## config.mk

```make
export PLATFORM = sky130hd
export DESIGN_NAME = cheri_dmem_bridge
export DESIGN_NICKNAME = d
export VERILOG_FILES = /design/src/rtl/cheri_dmem_bridge.sv
export SDC_FILE = /design/constraint.sdc
export NUM_CORES = 1
export LEC_CHECK = 0
export BUFFER_PORTS_ARGS = -buffer_cell sky130_fd_sc_hd__buf_4
export CORE_AREA = 2 2 84 86
export DETAILED_ROUTE_END_ITERATION = 10
export DIE_AREA = 0 0 86 88
export GPL_ROUTABILITY_DRIVEN = 1
export PLACE_DENSITY = 0.74
export SLEW_MARGIN = 40
export SYNTH_ARGS = -nofsm -noshare
export SYNTH_HDL_FRONTEND = slang
export SYNTH_SLANG_ARGS = --single-unit
```

## constraint.sdc

```tcl
create_clock -name clk_i -period 2.58 [get_ports clk_i]
set_clock_uncertainty 0.15 [all_clocks]
set_input_delay 0.258 -clock clk_i [delete_from_list [all_inputs] [get_ports clk_i]]
set_output_delay 0.258 -clock clk_i [all_outputs]
set_load 0.05 [all_outputs]
```

## src/rtl/cheri_dmem_bridge.sv

```systemverilog
// CHERIoT data-port bridge: req/gnt/rvalid to data SRAM plus 1-bit tag SRAM.
// Optional range check: define CHERI_DMEM_RANGE_CHK_EN.
module cheri_dmem_bridge #(
  parameter logic [31:0] AddrBase    = 32'h2000_0000,
  parameter int unsigned Depth       = 16384,
  parameter int unsigned AW          = $clog2(Depth),
  parameter int unsigned StallCycles = 0
) (
  input  logic          clk_i,
  input  logic          rst_ni,
  input  logic          data_req_i,
  output logic          data_gnt_o,
  input  logic          data_we_i,
  input  logic [3:0]    data_be_i,
  input  logic          data_is_cap_i,
  input  logic [31:0]   data_addr_i,
  input  logic [32:0]   data_wdata_i,
  output logic          data_rvalid_o,
  output logic [32:0]   data_rdata_o,
  output logic          data_err_o,
  output logic          mem_req_o,
  output logic          mem_we_o,
  output logic [3:0]    mem_be_o,
  output logic [AW-1:0] mem_addr_o,
  output logic [31:0]   mem_wdata_o,
  input  logic [31:0]   mem_rdata_i,
  output logic          tag_req_o,
  output logic          tag_we_o,
  output logic [AW-1:0] tag_addr_o,
  output logic          tag_wdata_o,
  input  logic          tag_rdata_i,
  output logic          init_done_o
);

  typedef enum logic [1:0] {
    StInit,
    StIdle,
    StStall
  } state_e;

  state_e        state_q, state_d;
  logic [AW-1:0] cnt_q, cnt_d;
  logic [3:0]    stall_q, stall_d;
  logic          init_done_q, init_done_d;

  logic          rvalid_q;
  logic          is_cap_q;
  logic          we_q;
  logic          err_q;

  logic [31:0]   offset;
  logic [AW-1:0] waddr;
  logic          acc_err;
  logic          gnt;
  logic          acc;
  logic          tag_wval;
  logic          rd_ok;
  logic          unused_offset;

  assign offset = data_addr_i - AddrBase;
  assign waddr  = offset[AW+1:2];
  assign unused_offset = ^{offset[31:AW+2], offset[1:0]};

`ifdef CHERI_DMEM_RANGE_CHK_EN
  localparam logic [32:0] Limit =
    {1'b0, AddrBase} + (33'(Depth) << 2);

  // Out-of-window accesses are granted but never reach the RAMs.
  always_comb begin
    acc_err = (data_addr_i < AddrBase) |
              ({1'b0, data_addr_i} >= Limit);
  end
`else
  assign acc_err = 1'b0;
`endif

  assign gnt = (state_q == StIdle) & data_req_i;
  assign acc = gnt & ~acc_err;

  // A tag survives only a full-word capability store with tag set.
  assign tag_wval = data_is_cap_i & data_wdata_i[32] &
                    (data_be_i == 4'hF);

  assign data_gnt_o  = gnt;
  assign init_done_o = init_done_q;

  // RAM strobes: tag clear sweep during init, else granted accesses.
  always_comb begin
    mem_req_o   = 1'b0;
    mem_we_o    = 1'b0;
    mem_be_o    = 4'h0;
    mem_addr_o  = '0;
    mem_wdata_o = 32'h0;
    tag_req_o   = 1'b0;
    tag_we_o    = 1'b0;
    tag_addr_o  = '0;
    tag_wdata_o = 1'b0;
    if (state_q == StInit) begin
      tag_req_o  = 1'b1;
      tag_we_o   = 1'b1;
      tag_addr_o = cnt_q;
    end else if (acc) begin
      mem_req_o   = 1'b1;
      mem_we_o    = data_we_i;
      mem_be_o    = data_be_i;
      mem_addr_o  = waddr;
      mem_wdata_o = data_wdata_i[31:0];
      tag_req_o   = 1'b1;
      tag_we_o    = data_we_i;
      tag_addr_o  = waddr;
      tag_wdata_o = tag_wval;
    end
  end

  // Next-state: init sweep, idle granting, post-grant stall countdown.
  always_comb begin
    state_d     = state_q;
    cnt_d       = cnt_q;
    stall_d     = stall_q;
    init_done_d = init_done_q;
    unique case (state_q)
      StInit: begin
        cnt_d = cnt_q + 1'b1;
        if (cnt_q == AW'(Depth - 1)) begin
          state_d     = StIdle;
          init_done_d = 1'b1;
          cnt_d       = '0;
        end
      end
      StIdle: begin
        if (gnt && (StallCycles != 0)) begin
          state_d = StStall;
          stall_d = 4'(StallCycles);
        end
      end
      StStall: begin
        if (stall_q <= 4'd1) begin
          state_d = StIdle;
        end else begin
          stall_d = stall_q - 4'd1;
        end
      end
      default: state_d = StInit;
    endcase
  end

  // FSM and init/stall counters.
  always_ff @(posedge clk_i or negedge rst_ni) begin
    if (!rst_ni) begin
      state_q     <= StInit;
      cnt_q       <= '0;
      stall_q     <= 4'h0;
      init_done_q <= 1'b0;
    end else begin
      state_q     <= state_d;
      cnt_q       <= cnt_d;
      stall_q     <= stall_d;
      init_done_q <= init_done_d;
    end
  end

  // Per-grant response context; rvalid follows each grant by one cycle.
  always_ff @(posedge clk_i or negedge rst_ni) begin
    if (!rst_ni) begin
      rvalid_q <= 1'b0;
      is_cap_q <= 1'b0;
      we_q     <= 1'b0;
      err_q    <= 1'b0;
    end else begin
      rvalid_q <= gnt;
      if (gnt) begin
        is_cap_q <= data_is_cap_i;
        we_q     <= data_we_i;
        err_q    <= acc_err;
      end
    end
  end

  assign rd_ok         = rvalid_q & ~we_q & ~err_q;
  assign data_rvalid_o = rvalid_q;
  assign data_err_o    = rvalid_q & err_q;
  assign data_rdata_o  = rd_ok ?
    {tag_rdata_i & is_cap_q, mem_rdata_i} : 33'h0;

endmodule
```

Word level (Yosys, flattened, before mapping). Cells that the tools add are included.

Register bits: 24. Input bits: 107. Output and inout bits: 106. Word-level logic and storage cells: 49.

Add/subtract/negate cells: 3. Order comparisons: 1. Equality and inequality tests: 6. Mux-type cells: 20. Bitwise logic cells: 8. Reductions and logical operators: 4.

Operators by type and width (count): 32-bit 2-to-1 mux (2); 14-bit 2-to-1 mux (4); 33-bit 2-to-1 mux (1); 16-bit by 1-bit subtractor with 16-bit output, second input constant (1); 14-bit by 1-bit adder with 14-bit output, second input constant (1); 14-bit equality test, second input constant (1); 1-bit 2-to-1 mux (8); 4-bit 2-to-1 mux (2); 2-bit case mux with 3 select lines (1); 1-bit AND (5); 4-bit equality test, second input constant (1); 4-bit by 1-bit less-or-equal comparator with 1-bit output, second input constant (1); 2-bit 2-to-1 mux (2); 2-bit AND reduction (2); 4-bit by 1-bit subtractor with 4-bit output, second input constant (1); 1-bit NOT (3); 3-bit AND reduction (1); 2-bit by 1-bit equality test with 1-bit output, second input constant (1); 2-bit equality test, second input constant (1); 2-bit logical NOT (1); 2-bit by 1-bit inequality test with 1-bit output, second input constant (1); 2-bit inequality test, second input constant (1).

Logic depth before layout (Yosys ltp).
Depth after elaboration: 4. Gate-level depth with buffers: 5. Depth with buffers taken out: 5.

Worst setup path after synthesis. Ideal clock, no wire load.

Kind: register -> output. Start point: register state_q[0]. End point: output port tag_wdata_o. Data arrival time: 1.694 ns. Required time: 2.172 ns. Setup slack: 0.478 ns. Cell stages (with the launch flop): 4. Path buffers: 1. Path through: dfrtp_1 > clkbuf_1 > and3_1 > and3_1.

Cells in the longest elaborated chain, start to end: 4. Elaborated cells between the ends (all ways): 5. Those cells by class: eq/ne (1); mux (2); bitwise (1); reduce/logical (1).

Ends and longest elaborated chain: start, declared (line 41) `state_e state_q, state_d;`; start signal, assigned (line 150) `state_q <= StInit;`; start signal, assigned (line 155) `state_q <= state_d;`; 2-bit by 1-bit equality test with 1-bit output (line 77) `assign gnt = (state_q == StIdle) & data_req_i;`; 1-bit AND (line 77); 1-bit 2-to-1 mux (line 102) `end else if (acc) begin`; 1-bit 2-to-1 mux (*) (line 98) `if (state_q == StInit) begin`; end, declared (line 30) `output logic tag_wdata_o,`.

Mark *: on every way between the ends. The rest lies on a longest branch, timed or not.

Final worst setup path.
Start point: register state_q[0]. End point: output port tag_we_o.

Cells in the longest elaborated chain, start to end: 4. Elaborated cells between the ends (all ways): 5. Those cells by class: eq/ne (1); mux (2); bitwise (1); reduce/logical (1).

Ends and longest elaborated chain: 2-bit by 1-bit equality test with 1-bit output (line 77); 1-bit AND (line 77); 1-bit 2-to-1 mux (line 102); 1-bit 2-to-1 mux (*) (line 98); end, declared (line 28) `output logic tag_we_o,`.

Marks and branches as above.

==> metrics.txt <==
run status=complete, no violations; shortest period the worst path allows=2.167 ns; maximum fanout count along the critical path=39; total negative setup slack=0 ns; warnings from Yosys=0; CTS tree=done; proportion of synthesized flip-flops having asynchronous set or reset=1.000; final core utilization=0.4806; PortBufs=193; syn avg cell area=7.890 um^2; diode insertion count for antenna repair=0; H-Tree Depth=1; height of the die=88 um; Rel. slew slack=0.6454; master cell of the clock root buffer=clkbuf_8; maxcap violations=0; vias per cell=4.657; Synth top area share=0.2925; pins over their slew limit=0; initial core utilization=0.2446; Static Leak=1.994 nW; initial antenna violation count=0; Setup Crit Path Kind=reg2out; number of detailed-route iterations in the first pass=4; wire length of the first global-routing pass=10790 um; Final Hold Vio Count=0; detailed router's first-iteration violation count=106; number of synthesized register bits=19; buffer depth of the longest clock path=2; number of non-filler instances in the completed layout=469; average routed wire per standard cell=15.78 um; RSZ-0062 raised after global routing=false; Syn Inst Count=206; endpoint required time on the critical path=2.17 ns; number of library cell types mapped by synthesis=36; number of top-level design ports=213; number of instances resized during post-cts repair=0; setup bufs post-CTS=0; cells taking the most area after synthesis=dfrtp_1 29%, and3_1 20%, and2_1 13%; count of nets left with antenna violations after detail routing=0; DRC violations left=0; highest ir drop seen on vdd=0.1103 mV; pwr/cell area=197.9 nW/um^2; Post-Syn Area=1625 um^2; sum of routed wire length over all layers=7403 um; Global Route Usage Sum=0.1819; nature of the critical path endpoint=primary output; vias in the first global route=2125; core box area=6644 um^2; via count of the routed design=2184; final period utilization=0.8399; part of the Yosys area used for sequential elements=0.2925; CTS Sinks=19; full die area=7568 um^2; worst endpoint data arrival time=1.76 ns; Worst-path clk slew=0.07 ns; placed instance count=464; number of buffers created by CTS=3; latest clock arrival within the worst-skew pair=0.26 ns; global-route congestion overflow total=0; slew of the pin with the lowest slew margin=0.5250 ns; Cell Rows=30; count of endpoints failing setup in the final report=0; number of enable flip-flop cells after synthesis=0; Worst Hold Slack=0.09678 ns; Layout Area Growth over Synthesis=96.46%; category of the worst setup path launch point=flip-flop; nets@finish=498; Hold Crit Class=in2reg; Routability Congestion=0.8747; largest area contributor in the netlist=dfrtp_1; share of post-route cells with drive strength above 1=0.5296; die outline width=86 um; largest net degree at the start of global routing=54; detailed placement HPWL=6071 um; number of buffers inserted by hold repair at cts=1; Highest Clock Rate=0.4615 GHz; primary flip-flop cell chosen by synthesis mapping=dfrtp_1; synthesized net count=314; Filler cells=636
kinds of logic after synthesis:
group,share of synthesized area
AO/OA/AOI/OAI,0.07544
XOR/XNOR,0.06467
adder cells (fa/ha/maj),0.007697
buffers and inverters,0.06543
flip-flops,0.2925
multiplexers,0.01309
other,0.002307
AND/OR/NAND/NOR,0.4788
critical path: stages, from the launching register on:
cell and delay, ns:
dfrtp_1 0.57, buf_12 0.23, and2_1 0.24, nand2_1 0.15, nand2_1 0.10, buf_4 0.20
report_power, final:
part	internal, W	total, W	leakage [nW]	switching [W]
Clock	0.000108	0.000213	0.0255	0.000105
Combinational	0.0000849	0.000122	1.72	0.0000368
Sequential	0.000298	0.000298	0.246	0
Total	0.000490	0.000632	1.99	0.000142
registers in the layout (all words and copies together) (netlist names):
| name | cells |
|---|---|
| cnt_q | 14 |
| we_q | 1 |
| data_rvalid_o | 1 |
| init_done_o | 1 |
| is_cap_q | 1 |
| state_q | 1 |
synth_stat cells (2+ instances only):
master / n
clkbuf_1: 15
nor2_1: 8
nor2b_1: 2
nor4_1: 3
nand4_1: 4
nand3_1: 2
a21o_1: 13
and2_1: 34
and3_1: 52
xor2_1: 3
inv_1: 8
nand4b_1: 2
nand2b_1: 3
dfrtp_1: 19
nand2_1: 9
xnor2_1: 9
path summary, 6_finish.rpt:
| path | endpoint | cells past startpoint | start | slack, ns |
|---|---|---|---|---|
| max | tag_we_o | 5 | state_q[0] | 0.41 |
| min | is_cap_q | 2 | data_is_cap_i | 0.1 |
| max reg2reg | cnt_q[9] | 5 | cnt_q[0] | 0.58 |
| min reg2reg | init_done_o | 1 | init_done_o | 0.33 |
| max in group asynchronous | is_cap_q | 2 | rst_ni | 1.80 |
| min in group asynchronous | cnt_q[11] | 2 | rst_ni | 0.26 |
per-stage QoR:
step	worst slack [ns]	area [um^2]	power [W]
after floorplan	0.4775	1625	0.0003157
after global placement	0.6427	3137	0.0004214
after detailed placement	0.5956	3137	0.0004242
after CTS	0.4145	3193	0.0006373
after global routing	0.3074	3193	0.0006605
final	0.4132	3193	0.0006319
final cells by class:
class / count / area, um^2 / share of cell area
clock buffer: 3 / 41.29 / 0.01293
clock inverter: 1 / 5.005 / 0.001567
inverter: 9 / 33.78 / 0.01058
multi-input combinational: 160 / 1044 / 0.3268
sequential: 19 / 475.5 / 0.1489
tap: 80 / 100.1 / 0.03135
timing repair buffer: 197 / 1494 / 0.4679
routing by layer:
| metal | up-vias | wire length (um) | global-route usage |
|---|---|---|---|
| met5 | - | 0 | 0 |
| met3 | 8 | 605 | 0.03864 |
| met1 | 1007 | 3199 | 0.2405 |
| met4 | 0 | 73 | 0.04906 |
| li1 | 1063 | - | - |
| met2 | 106 | 3523 | 0.3016 |
cell usage in the layout (no fill, tap or decap), drive strengths merged, types with 2 or more instances in the layout:
cell type and instances:
a21o 13, and2 34, and3 52, buf 196
clkbuf 3, dfrtp 19, inv 9, nand2 9
nand2b 3, nand3 2, nand4 4, nand4b 2
nor2 8, nor2b 2, nor3 3, nor4 4
or2 2, xnor2 9, xor2 3
No activity file was read; power rests on OpenSTA's default activity.
